<file path="src/rtl/if_fetch_pkg.sv">
// if_fetch_pkg: fetch state encoding and PC constants shared with decode and branch units
package if_fetch_pkg;
  typedef enum logic [1:0] {BOOT, RUN, STALL} state_t;
  localparam logic [31:0] INST_STEP = 32'd4;
  localparam logic [31:0] RESET_PC_DEF = 32'h0000_0000;
endpackage

</file>
<file path="src/rtl/if_fetch_if.sv">
// if_fetch_if: ROM port, downstream instruction port and redirect/stall controls of the fetch unit
interface if_fetch_if #(
  parameter int ADDR = 32,
  parameter int WORD = 32
);
  import if_fetch_pkg::*;
  logic [ADDR-1:0] rom_addr_o;
  logic [WORD-1:0] rom_data_i;
  logic            stall_i;
  logic            redirect_i;
  logic [ADDR-1:0] redirect_pc_i;
  logic [WORD-1:0] inst_o;
  logic [ADDR-1:0] pc_o;
  logic            valid_o;
  logic [31:0]     fetch_cnt_o;
  modport master (
    output rom_addr_o, inst_o, pc_o, valid_o, fetch_cnt_o,
    input  rom_data_i, stall_i, redirect_i, redirect_pc_i
  );
  modport slave (
    input  rom_addr_o, inst_o, pc_o, valid_o, fetch_cnt_o,
    output rom_data_i, stall_i, redirect_i, redirect_pc_i
  );
endinterface

</file>
<file path="src/rtl/if_fetch.sv">
// if_fetch: one-cycle-latency instruction fetch with stall hold (ROM re-read) and zero-bubble redirect
module if_fetch import if_fetch_pkg::*; #(
  parameter int ADDR = 32,
  parameter int WORD = 32,
  parameter logic [ADDR-1:0] RESET_PC = ADDR'(RESET_PC_DEF)
) (
  input logic clk,
  input logic rst_n,
  if_fetch_if.master bus
);
  state_t          state;
  logic [ADDR-1:0] fetch_pc, resp_pc, redir_pc, rom_addr;
  logic [WORD-1:0] inst;
  logic [31:0]     fetch_cnt;
  logic            hold, accept;
  assign redir_pc = {bus.redirect_pc_i[ADDR-1:2], 2'b00};
  assign hold     = state != BOOT && bus.stall_i;
  assign rom_addr = bus.redirect_i ? redir_pc : hold ? resp_pc : fetch_pc;
  assign accept   = state != BOOT && !bus.stall_i && !bus.redirect_i;
  assign inst     = bus.rom_data_i;
  always_ff @(posedge clk or negedge rst_n)
    if (!rst_n) begin
      state     <= BOOT;
      fetch_pc  <= RESET_PC;
      resp_pc   <= RESET_PC;
      fetch_cnt <= '0;
    end else begin
      state     <= hold && !bus.redirect_i ? STALL : RUN;
      resp_pc   <= rom_addr;
      fetch_pc  <= hold && !bus.redirect_i ? fetch_pc : rom_addr + ADDR'(INST_STEP);
      fetch_cnt <= fetch_cnt + 32'(accept);
    end
  assign bus.rom_addr_o  = rom_addr;
  assign bus.inst_o      = inst;
  assign bus.pc_o        = resp_pc;
  assign bus.valid_o     = state != BOOT;
  assign bus.fetch_cnt_o = fetch_cnt;
endmodule

</file>
<file path="src/flat_wrapper.sv">
// flat-port wrapper written by rule: the top's interface ports become plain ports
module if_fetch_flat import if_fetch_pkg::*;
#(
  parameter int ADDR = 32,
  parameter int WORD = 32,
  parameter logic [ADDR-1:0] RESET_PC = ADDR'(RESET_PC_DEF)
)
  (clk, rst_n, bus_rom_addr_o, bus_inst_o, bus_pc_o, bus_valid_o, bus_fetch_cnt_o, bus_rom_data_i, bus_stall_i, bus_redirect_i, bus_redirect_pc_i);
  if_fetch_if #(.ADDR(ADDR), .WORD(WORD)) bus_i ();
  input logic clk;
  input logic rst_n;
  output wire logic [$bits(bus_i.rom_addr_o)-1:0] bus_rom_addr_o;
  output wire logic [$bits(bus_i.inst_o)-1:0] bus_inst_o;
  output wire logic [$bits(bus_i.pc_o)-1:0] bus_pc_o;
  output wire logic [$bits(bus_i.valid_o)-1:0] bus_valid_o;
  output wire logic [$bits(bus_i.fetch_cnt_o)-1:0] bus_fetch_cnt_o;
  input wire logic [$bits(bus_i.rom_data_i)-1:0] bus_rom_data_i;
  input wire logic [$bits(bus_i.stall_i)-1:0] bus_stall_i;
  input wire logic [$bits(bus_i.redirect_i)-1:0] bus_redirect_i;
  input wire logic [$bits(bus_i.redirect_pc_i)-1:0] bus_redirect_pc_i;
  assign bus_rom_addr_o = bus_i.rom_addr_o;
  assign bus_inst_o = bus_i.inst_o;
  assign bus_pc_o = bus_i.pc_o;
  assign bus_valid_o = bus_i.valid_o;
  assign bus_fetch_cnt_o = bus_i.fetch_cnt_o;
  assign bus_i.rom_data_i = bus_rom_data_i;
  assign bus_i.stall_i = bus_stall_i;
  assign bus_i.redirect_i = bus_redirect_i;
  assign bus_i.redirect_pc_i = bus_redirect_pc_i;
  if_fetch #(.ADDR(ADDR), .WORD(WORD), .RESET_PC(RESET_PC)) u_core (.clk(clk), .rst_n(rst_n), .bus(bus_i));
endmodule
</file>
<file path="config.mk">
export PLATFORM = sky130hd
export DESIGN_NAME = if_fetch_flat
export DESIGN_NICKNAME = d
export VERILOG_FILES = /design/src/rtl/if_fetch_pkg.sv /design/src/rtl/if_fetch_if.sv /design/src/rtl/if_fetch.sv /design/src/flat_wrapper.sv
export SDC_FILE = /design/constraint.sdc
export NUM_CORES = 1
export LEC_CHECK = 0
export BUFFER_PORTS_ARGS = -buffer_cell sky130_fd_sc_hd__buf_4
export CORE_MARGIN = 10
export CORE_UTILIZATION = 45
export DETAILED_ROUTE_END_ITERATION = 8
export GPL_TIMING_DRIVEN = 0
export PLACE_DENSITY = 0.78
export REMOVE_ABC_BUFFERS = 1
export SYNTH_ARGS = -nofsm -noshare
export SYNTH_HDL_FRONTEND = slang
export SYNTH_SLANG_ARGS = --single-unit
</file>
<file path="constraint.sdc">
create_clock -name clk -period 2.6 [get_ports clk]
set_input_delay 0.52 -clock clk [delete_from_list [all_inputs] [get_ports clk]]
set_output_delay 0.52 -clock clk [all_outputs]
set_load 0.05 [all_outputs]
</file>
# Word level (Yosys, flattened, before mapping)

Index checks and enable logic that the tools add are counted.

Bits in registers: 98
Latch bits: 0
Bits in writable memories: 0
ROM bits: 0
Input port bits: 68
Output and inout port bits: 129
Word-level logic and storage cells: 16
Memories: 0

Add/subtract/negate cells: 2
$mul: 0
Divide/modulo/power cells: 0
$lt $le $gt $ge: 0
Eq/ne operators: 0
Shifts and indexed selects: 0
Muxes and demuxes: 3
Bitwise gates (word level): 0
Reduce and logical (&&, ||, !) cells: 7

Operator list:

| operator              | number |
|---|---|
| $mux 32               | 2 |
| $add 32x1->32         | 1 |
| $add 32x3->32 const B | 1 |
| $logic_and 1x1->1     | 4 |
| $logic_not 1->1       | 2 |
| $mux 2                | 1 |
| $reduce_bool 2->1     | 1 |

# Depth between registers and ports, before layout

Gate-level depths: netlist (run 1).

Depth in word-level cells: 5
Gate-level depth with buffers: 15
Depth with buffers taken out: 10

# Worst setup path before layout (run 1)

No wires, ideal clock.

Path kind: input port to flip-flop
From: input bus_redirect_i
To: register u_core.fetch_pc[28]
Library setup time: 0.122 ns
Data arrival time: 3.905 ns
Data required time: 2.478 ns
Setup slack: -1.427 ns
Stages: 13
Buffers on the path: 6
Cell sequence: buf_6 > buf_6 > buf_4 > buf_2 > clkbuf_1 > clkbuf_1 > a21oi_1 > ha_1 > o311a_1 > and4_1 > nor4b_1 > mux2i_1 > nand2_1

Longest elaborated chain between the ends: 2
Elaborated cells on any way between the ends: 4

Ends and longest elaborated chain:

| element                | line               | RTL |
|---|---|---|
| start: declaration     | flat_wrapper.sv:19 | `input wire logic [$bits(bus_i.redirect_i)-1:0] bus_redirect_i;` |
| $mux 32                | if_fetch.sv:18     | `assign rom_addr = bus.redirect_i ? redir_pc : hold ? resp_pc : fetch_pc;` |
| net bus_rom_addr_o[2]  | flat_wrapper.sv:12 | `output wire logic [$bits(bus_i.rom_addr_o)-1:0] bus_rom_addr_o;` |
| $add 32x3->32          | if_fetch.sv:30     | `fetch_pc <= hold && !bus.redirect_i ? fetch_pc : rom_addr + ADDR'(INST_STEP);` |
| end signal: assignment | if_fetch.sv:30     |  |
| end: declaration       | if_fetch.sv:12     | `logic [ADDR-1:0] fetch_pc, resp_pc, redir_pc, rom_addr;` |

The timed path passes the listed nets, and every way through them passes these cells.
A chain may end at the register's enable or synchronous reset.

# Final worst setup path (run 1)

From: register u_core.state[1]
To: register u_core.fetch_pc[31]

Longest elaborated chain between the ends: 5
Elaborated cells on any way between the ends: 6

Ends and longest elaborated chain:

| element                  | line           | RTL |
|---|---|---|
| start: declaration       | if_fetch.sv:11 | `state_t state;` |
| start signal: assignment | if_fetch.sv:28 | `state <= hold && !bus.redirect_i ? STALL : RUN;` |
| $reduce_bool 2->1 *      | if_fetch.sv:17 | `assign hold = state != BOOT && bus.stall_i;` |
| $logic_and 1x1->1 *      | if_fetch.sv:17 |  |
| $mux 32 (2 in series)    | if_fetch.sv:18 |  |
| $add 32x3->32            | if_fetch.sv:30 |  |

Every way passes the cells marked *; elsewhere a longest branch is shown, timed or not.

==> flow_summary.toml, run 1 <==
[power_and_ir_drop]
switchingPower_mw = 1.85
p_int_mw = 3.04
p_leak_nw = 3.40
power_density_nw_per_um2 = 660
peakVddDrop_v = 0.000641
combPwrFrac = 0.337
p_clk_frac = 0.283
sequentialPowerShare = 0.380
netSwitchingFraction = 0.378

[global_routing]
grt_pass1_wl_mm = 26.5
grt_pass1_vias = 4764
grt_start_max_net_pins = 99
track_usage = 0.205
gr-total-overflow = 0
antenna_found_initial = 0

[setup_path]
max_stage_delay_ns = 0.50
crit_cells = 7
worst_setup_path_start_kind = "flop"
critPathKind = "flop to flop"
crit_arrival_ns = 2.87
path_buf_inv = 0
critPathRequiredTime_ns = 2.87
cp_cell_sequence = "o21a_4, mux2_4, a221oi_4, nand3_2, or2_1, or4_4, a31oi_2"
path_max_fanout = 6
crit_family = "simple AND/OR/NAND/NOR gates"
ff2ff_path_depth = 7
cp_slowest_cell = "dfrtp_2"
critPathCaptureType = "flop"

[detailed_routing]
vias = 4829
routedWlPerCell_um = 21.4
wirelength_mm = 18.0
dr.pass1.iters = 5
drc = 0
viasPerCell = 5.74
drt-initial-drc-count = 385
ant_nets = 0

[yosys]
yosysWarningCount = 0
postSynthAreaPerCell_sq_um = 9.75
synth_top_area_share = 0.466
ys_ff_latch = 98
synth.cell_area_sq_um = 5270
ys_seq_area_frac = 0.466
synth_edf_count = 0
synth_cell_types = 59
async_flop_share = 1.00
synth_ff_type = "dfrtp_1"
netlist_instances = 540
yosys.area.top_type = "dfrtp_1"
synth_area_leaders = "dfrtp_1 (47%), nand2_1 (5.9%), xnor2_1 (5.8%), buf_4 (5.3%), xor2_1 (2.7%)"

[final_layout]
diodes = 0
nFillCells = 867
area_growth_pct = 40.4
drive_above_1_share = 0.400
fin_nets = 765
design_area_sq_um = 7390
regArea_sq_um = 2450
multi_input_area_sq_um = 2810

[sta]
hold_viol = 0
max_freq_mhz = 384
min_period_ns = 2.61
fin_crit_sh = 1.00
rsz0062_at_grt = "true"
worst_slack_ns = -0.00635
slew_headroom = 0.535
skew_ns = 0.0106
finalMaxSlewViolations = 0
setup_viol = 2
tightest_slew_ns = 0.697

[outcome]
violations = "setup timing"
status = "finished, violations left"

[placement]
dpl-instance-area_sq_um = 6040
post-place-ws_ns = -1.98
hpwl_mm = 11.1
place_congestion = 0.831
io_buffers = 130

[floorplanning]
core-area_sq_um = 11400
die_y_um = 128
rows = 39
die_w_um = 128
start_util = 0.461
die_area_sq_um = 16400
ios = 197

[clock_tree]
cts_made_buffers = 9
clock_sinks = 98
cts_buffer_depth = 2
cts-root-buf = "clkbuf_16"
htreeDepth = 3
cts_tree = "yes"
clock_latency_ns = 0.36
clk_pin_slew_ns = 0.07

[min_path]
hold_class = "input port to asynchronous set/reset pin"

[flow_run]
maxCapViolCount = 0
-- logic make-up after synthesis --
| logic type | count (synthesis) | synth area share |
|---|---|---|
| AND/OR/NAND/NOR | 204 | 0.194 |
| AO/OA/AOI/OAI | 101 | 0.139 |
| flip-flops | 98 | 0.466 |
| buffers and inverters | 71 | 0.0853 |
| XOR/XNOR | 51 | 0.0848 |
| multiplexers | 12 | 0.0240 |
| adder cells (fa/ha/maj) | 3 | 0.00713 |
-- cell usage in the layout (no fill, tap or decap), types with 3 or more instances in the layout --
cell	synthesis	layout
a221oi_4	1	3
nand2_1	83	81
buf_12	0	4
xnor2_1	35	35
o21ai_0	27	22
o21ai_1	3	8
nor4_1	5	3
nand2b_1	3	3
nand3_1	24	21
mux2i_1	10	7
and4_1	6	4
and3_1	13	13
inv_1	15	14
nor2_4	0	3
a21oi_2	1	9
nand4_1	7	7
dfrtp_1	98	96
clkbuf_16	0	9
and2_1	7	7
nor2_1	31	27
a21oi_1	25	17
buf_4	37	182
xor2_1	16	16
buf_6	5	7
nand3b_1	4	4
a31oi_1	10	7
a2bb2oi_4	0	7
clkinvlp_4	0	4
a31oi_2	0	3
or3_1	3	3
-- per-stage QoR --
step / TNS, ns / cells / power [mW] / util / hold slack [ns]
floorplan: -21.91 / 485 / 2.77 / - / 0.224
global placement: -56.60 / 758 / 3.23 / 0.528 / 0.454
detailed placement: -58.43 / 758 / 3.27 / 0.529 / 0.475
CTS: -0.0227 / 809 / 4.76 / 0.602 / 0.452
global route: -0.731 / 841 / 5.09 / 0.648 / 0.242
finish: -0.00850 / 841 / 4.88 / 0.648 / 0.215
-- per-layer routing --
metal	routed length [um]	GRT usage	vias to the layer above	part of all wire
li1	-	-	2165	-
met1	7270	0.251	2370	0.40
met2	8400	0.313	262	0.47
met3	2010	0.104	32	0.11
met4	332	0.0464	0	0.018
met5	0	0.0155	-	0
-- power groups by stage --
stage / registers, mW / logic, mW / clock network [mW]
after global placement: 1.85 / 1.38 / 0
after detailed placement: 1.86 / 1.41 / 0
after global routing: 1.88 / 1.74 / 1.48
final: 1.85 / 1.65 / 1.38
after floorplan: 2.17 / 0.598 / 0
after CTS: 1.84 / 1.52 / 1.40
-- final cells by class --
class | count | share of cell area
repair inverters | 1 | 0.00102
well taps | 143 | 0.0242
flip-flops and latches | 98 | 0.332
clock buffers | 10 | 0.0323
repair buffers | 195 | 0.212
multi-input cells | 373 | 0.380
inverters | 16 | 0.00964
clock inverters | 5 | 0.00846
-- cell usage after synthesis, types with 2 or more instances --
cell        n
buf_4      37
o21ai_1     3
nand2_1    83
nor2_1     31
clkbuf_1    8
buf_6       5
nand2b_1    3
nand4_1     7
a311oi_1    2
a221oi_1    6
nor4_1      5
inv_1      15
xor2_1     16
xnor2_1    35
dfrtp_1    98
and2_1      7
or4_1       2
nand3b_1    4
and3_1     13
or3_1       3
or2_1       3
nor4b_1     2
nor3_1      2
mux2i_1    10
ha_1        3
nor4_2      2
nor2b_1     2
a31oi_1    10
a22oi_1     2
nand4_2     2
a2bb2oi_2   8
and4_1      6
nand3_1    24
buf_2       5
o21ai_0    27
a21oi_1    25
o31ai_1     2
-- what timing repair did --
action,in CTS,in global routing
hold buffers,0,0
pin swaps,12,28
gates resized for setup,39,52
cloned,3,0
setup buffers,33,31
setup endpoints to repair,74,36
-- sequential cells by signal, summed over array words and instances, names as in the netlist --
signal / cells
u_core.bus.fetch_cnt_o: 32
u_core.bus.pc_o: 32
u_core.fetch_pc: 32
u_core.state: 2
-- final timing paths --
kind | start | to | slack, ns
hold reg to reg | u_core.bus.fetch_cnt_o[31] | u_core.bus.fetch_cnt_o[31] | 0.48
hold / removal | rst_n | u_core.bus.fetch_cnt_o[6] | 0.22
setup / recovery | u_core.state[1] | u_core.fetch_pc[31] | -0.006
max in group asynchronous | rst_n | u_core.state[0] | 1.68
min in group clk | bus_redirect_pc_i[8] | u_core.bus.pc_o[8] | 0.46
setup reg to reg | u_core.state[1] | u_core.fetch_pc[31] | -0.006
Power figures use the tool's default switching activity.
==> run 2: changes to the inputs <==
Settings changed: CORE_ASPECT_RATIO set to 0.7.
==> flow_summary.toml, run 2 (synthesis results as in run 1) <==
[detailed_routing]
routedWlPerCell_um = 21.5
dr.pass1.iters = 5
drc = 0
wirelength_mm = 18.0
vias = 4738
drt-initial-drc-count = 378
ant_nets = 0
viasPerCell = 5.65

[setup_path]
cp_cell_sequence = "o21ai_4, buf_12, buf_4, a311oi_1, nor2_1, and4bb_4, nand4bb_4, or4_1, a31oi_1"
worst_setup_path_start_kind = "flop"
critPathKind = "flop to flop"
crit_family = "simple AND/OR/NAND/NOR gates"
path_buf_inv = 2
max_stage_delay_ns = 0.49
path_max_fanout = 7
crit_arrival_ns = 2.95
critPathCaptureType = "flop"
critPathRequiredTime_ns = 2.86
cp_slowest_cell = "or4_1"

[clock_tree]
cts_buffer_depth = 2
cts_made_buffers = 9
clk_pin_slew_ns = 0.07
clock_latency_ns = 0.34
htreeDepth = 3
cts-root-buf = "clkbuf_16"
cts_tree = "yes"
clock_sinks = 98

[sta]
slew_headroom = 0.161
min_period_ns = 2.70
max_freq_mhz = 371
finalMaxSlewViolations = 0
hold_viol = 0
tightest_slew_ns = 1.26
fin_crit_sh = 1.04
worst_slack_ns = -0.0954
holdWs_ns = 0.441
skew_ns = 0.0102
setup_viol = 7
rsz0062_at_grt = "true"

[final_layout]
regArea_sq_um = 2450
layout_commonest_cell = "buf_4"
post-route-util = 0.646
instances_no_fill = 839
area_growth_pct = 37.6
multi_input_area_sq_um = 2830
diodes = 0
fin_nets = 753
drive_above_1_share = 0.383
mostFrequentLayoutCells = "buf_4 (169), dfrtp_1 (96), nand2_1 (81)"
nFillCells = 902

[outcome]
status = "finished, violations left"
violations = "setup timing"

[floorplanning]
core-area_sq_um = 11200
die_y_um = 111
die_area_sq_um = 16500
start_util = 0.470
ios = 197
die_w_um = 149
rows = 32

[power_and_ir_drop]
switchingPower_mw = 1.81
p_clk_frac = 0.255
p_int_mw = 2.89
sequentialPowerShare = 0.396
combPwrFrac = 0.349
peakVddDrop_v = 0.000370
p_leak_nw = 3.32
power_density_nw_per_um2 = 648
netSwitchingFraction = 0.386

[placement]
post-place-ws_ns = -1.93
hpwl_mm = 11.5
place_congestion = 0.818
io_buffers = 130
placed_cells = 768

[min_path]
hold_class = "input port to asynchronous set/reset pin"

[global_routing]
grt_pass1_wl_mm = 26.9
antenna_found_initial = 0
grt_start_max_net_pins = 99
gr-total-overflow = 0
track_usage = 0.203
grt_pass1_vias = 4806

[flow_run]
maxCapViolCount = 0
-- run 2: cell count changes in the layout (fill, tap and decap cells not counted), moves of 2 or more --
cell,previous run,this run
mux2i_4,2,0
clkinv_2,0,2
clkbuf_1,0,3
buf_6,7,5
mux2i_1,7,9
buf_4,182,169
a21oi_2,9,3
a21oi_1,17,22
-- run 2: layer usage --
layer | track usage | wire length, um | part of all wire
met1 | 0.268 | 7790 | 0.43
met2 | 0.293 | 7940 | 0.44
met4 | 0.0474 | 206 | 0.011
met5 | 0.00625 | 0 | 0
met3 | 0.0977 | 2070 | 0.12
-- run 2: layout make-up --
type / count / area share
Timing Repair Buffer: 181 / 0.199
Sequential cell: 98 / 0.339
Clock inverter: 3 / 0.00242
Inverter: 16 / 0.00950
Timing Repair inverter: 1 / 0.00104
Clock buffer: 12 / 0.0326
Tap cell: 153 / 0.0264
Multi-Input combinational cell: 375 / 0.391
-- run 2: power by group through the flow --
stage	logic, mW	clock network, mW	registers, mW
2_1_floorplan	0.598	0	2.17
3_3_place_gp	1.39	0	1.86
3_5_place_dp	1.42	0	1.87
4_1_cts	1.54	1.22	1.84
5_1_grt	1.72	1.27	1.88
6_report	1.64	1.20	1.86
-- run 2: what timing repair did --
item                                    CTS  global route
pin swaps                                10            21
endpoints found under the setup margin   76            41
hold buffers                              0             0
gates resized for setup                  42            49
setup buffers                            31            20
cloned                                    3             2
-- run 2: final timing paths --
kind / cells past startpoint / start / slack [ns] / endpoint
worst max-delay path: 9 / u_core.state[1] / -0.1 / u_core.fetch_pc[29]
worst min-delay path: 1 / rst_n / 0.44 / u_core.bus.fetch_cnt_o[17]
worst max register to register: 9 / u_core.state[1] / -0.1 / u_core.fetch_pc[29]
worst min register to register: 2 / u_core.fetch_pc[16] / 0.49 / u_core.fetch_pc[16]
max in group asynchronous: 1 / rst_n / 1.26 / u_core.state[1]
min in group clk: 3 / bus_redirect_pc_i[21] / 0.47 / u_core.bus.pc_o[21]
-- run 2: metrics by stage --
stage               total power [mW]  setup TNS, ns  instance area [sq um]
floorplan                       2.77         -21.91                   4880
global placement                3.24         -56.42                   6050
detailed placement              3.29         -64.19                   6050
CTS                             4.60         -0.209                   6830
global route                    4.88          -1.23                   7250
finish                          4.70         -0.333                   7250
==> run 3: changes to the inputs <==
Settings changed: ABC_AREA set to 1, CORE_UTILIZATION 45 to 46.
==> flow_summary.toml, run 3 <==
[final_layout]
layout_commonest_cell = "nand2_1"
area_growth_pct = 22.6
drive_above_1_share = 0.294
mostFrequentLayoutCells = "nand2_1 (228), buf_4 (133), dfrtp_1 (96)"
post-route-util = 0.574
fin_nets = 907
diodes = 0

[yosys]
synth_edf_count = 0
yosysMostFrequentCell = "nand2_1"
synth_area_leaders = "dfrtp_1 (42%), nand2_1 (15%), inv_1 (6.0%), nand3_1 (5.3%), buf_4 (4.4%)"
synth-xor-area-share = 0.0602
yosysWarningCount = 0
synth.cell_area_sq_um = 5800
postSynthAreaPerCell_sq_um = 7.87
synthTopCellsByCount = "nand2_1 (228), dfrtp_1 (98), inv_1 (93)"
async_flop_share = 1.00
yosys.area.top_type = "dfrtp_1"
synth_ff_type = "dfrtp_1"
synth_compound_area_frac = 0.0244
ys_seq_area_frac = 0.423
ys_ff_latch = 98
synthAdderAreaFrac = 0.00647
synth.mux.area_fraction = 0
yosys.area_share.simple = 0.356
synth_top_family_by_area = "simple AND/OR/NAND/NOR gates"
netlist_instances = 737
synth_top_area_share = 0.423
synth_cell_types = 34

[sta]
hold_viol = 0
tightest_slew_ns = 0.904
max_freq_mhz = 413
slew_headroom = 0.397
min_period_ns = 2.42
rsz0062_at_grt = "true"
worst_slack_ns = 0.179
setup_viol = 0
fin_crit_sh = 0.931
finalMaxSlewViolations = 0
skew_ns = 0.00597

[setup_path]
worst_setup_path_start_kind = "flop"
crit-reg2reg-launch = "u_core.state[1]"
ff2ff_path_depth = 17
r2r_end = "u_core.fetch_pc[30]"
critPathKind = "flop to flop"
crit_arrival_ns = 2.66
max_stage_delay_ns = 0.41
path_max_fanout = 7
cp_cell_sequence = "nor2_1, nor2_4, nand2_1, nand2_1, nand2_1, o21ai_2, inv_1, ha_1, nand2_1, nor2_4, nand2_2, nor2_2, nand2_1, nand2_1, nand2_1, nand2_1, nand2_1"
critPathCaptureType = "flop"
crit_path_frequent_cell = "nand2_1"
critPathRequiredTime_ns = 2.84
cp_slowest_cell = "dfrtp_2"
rrSetupSlack_ns = 0.18

[global_routing]
antenna_found_initial = 0
track_usage = 0.192
grt_pass1_vias = 4897
gr-total-overflow = 0
grt_start_max_net_pins = 99
grt_pass1_wl_mm = 27.1

[floorplanning]
die_w_um = 154
core-area_sq_um = 12400
die_y_um = 114
ios = 197
rows = 34
start_util = 0.468
die_area_sq_um = 17600

[clock_tree]
cts_tree = "yes"
cts-root-buf = "clkbuf_16"
cts_made_buffers = 9
clock_sinks = 98
cts_buffer_depth = 2
htreeDepth = 3
clock_latency_ns = 0.35
clk_pin_slew_ns = 0.07

[outcome]
status = "completed"

[power_and_ir_drop]
power_density_nw_per_um2 = 669
peakVddDrop_v = 0.000550
p_leak_nw = 3.81

[detailed_routing]
routedWlPerCell_um = 17.1
dr.pass1.iters = 4
drc = 0
drt-initial-drc-count = 278
vias = 4990
viasPerCell = 4.98
ant_nets = 0
wirelength_mm = 17.2

[placement]
io_buffers = 130
place_congestion = 0.894
hpwl_mm = 12.0
post-place-ws_ns = -0.659

[flow_run]
maxCapViolCount = 0

[min_path]
hold_class = "input port to asynchronous set/reset pin"
-- run 3: cell types whose count changed after synthesis, sizes merged, moves of 13 or more --
cell,change
o21ai,-13
inv,+82
nor2,+29
nand2,+183
nand3,+44
xnor2,-20
a21oi,-24
and3,-13
-- run 3: worst max-delay path by stage --
stage / endpoint / cells after the start / slack (ns) / from
global placement: u_core.fetch_pc[16] / 6 / -1.42 / bus_stall_i
detailed placement: u_core.fetch_pc[16] / 6 / -0.66 / bus_stall_i
floorplan: u_core.fetch_pc[18] / 14 / 0.08 / u_core.state[1]
CTS: bus_rom_addr_o[31] / 8 / -0.02 / bus_stall_i
finish: u_core.fetch_pc[30] / 17 / 0.18 / u_core.state[1]
global route: u_core.bus.fetch_cnt_o[30] / 13 / -0.05 / u_core.state[1]
-- run 3: kinds of logic (layout without fill, tap and decap cells) --
kind of cell    count (synthesis)  after routing
flops                          98             98
buf+inv                       151            254
simple gates                  422            422
compound gates                 24             25
fa+ha+maj                       3              3
xor+xnor                       39             39
-- run 3: final cells by class --
class	instances	area, sq um
clock buffers	10	239
flip-flops and latches	98	2450
multi-input cells	489	2670
repair inverters	1	7.51
fillers	1131	5270
inverters	98	384
repair buffers	139	1080
clock inverters	6	66.3
well taps	162	203
-- run 3: layer usage --
layer | track usage | part of all wire
met1 | 0.276 | 0.50
met2 | 0.258 | 0.39
met3 | 0.0835 | 0.10
met4 | 0.0408 | 0.0097
met5 | 0.0140 | 0
-- run 3: worst max-delay path, delay by kind of cell (launching register included) --
family | cells | cell delay, ns
adders and majority gates | 1 | 0.19
buffers and inverters | 1 | 0.13
and+or+nand+nor | 14 | 1.48
DFF | 1 | 0.41
AOI/OAI and AO/OA | 1 | 0.09
-- run 3: metrics by stage --
stage          instances  setup TNS [ns]  total power [mW]  hold WS [ns]  area (sq um)
2_1_floorplan        684               0              2.86         0.224          5420
3_3_place_gp         976          -40.29              3.34         0.456          6600
3_5_place_dp         977          -17.79              3.36         0.466          6610
4_1_cts              997         -0.0402              4.77         0.447          6990
5_1_grt             1003         -0.0633              4.99         0.348          7110
6_report            1003               0              4.75         0.258          7110
-- run 3: repair_timing --
action	4_1_cts	5_1_grt
pin swaps	1	6
hold buffers	0	0
setup endpoints to repair	63	29
cloned	2	0
resized for setup	10	13
setup buffers	2	6
-- run 3: power by group --
| group | switching, mW | internal [mW] | total (mW) | leakage, nW |
|---|---|---|---|---|
| sequential | 0.112 | 1.70 | 1.81 | 1.22 |
| clock | 0.606 | 0.773 | 1.38 | 0.141 |
| combinational | 1.12 | 0.444 | 1.57 | 2.45 |
| total | 1.84 | 2.92 | 4.75 | 3.81 |
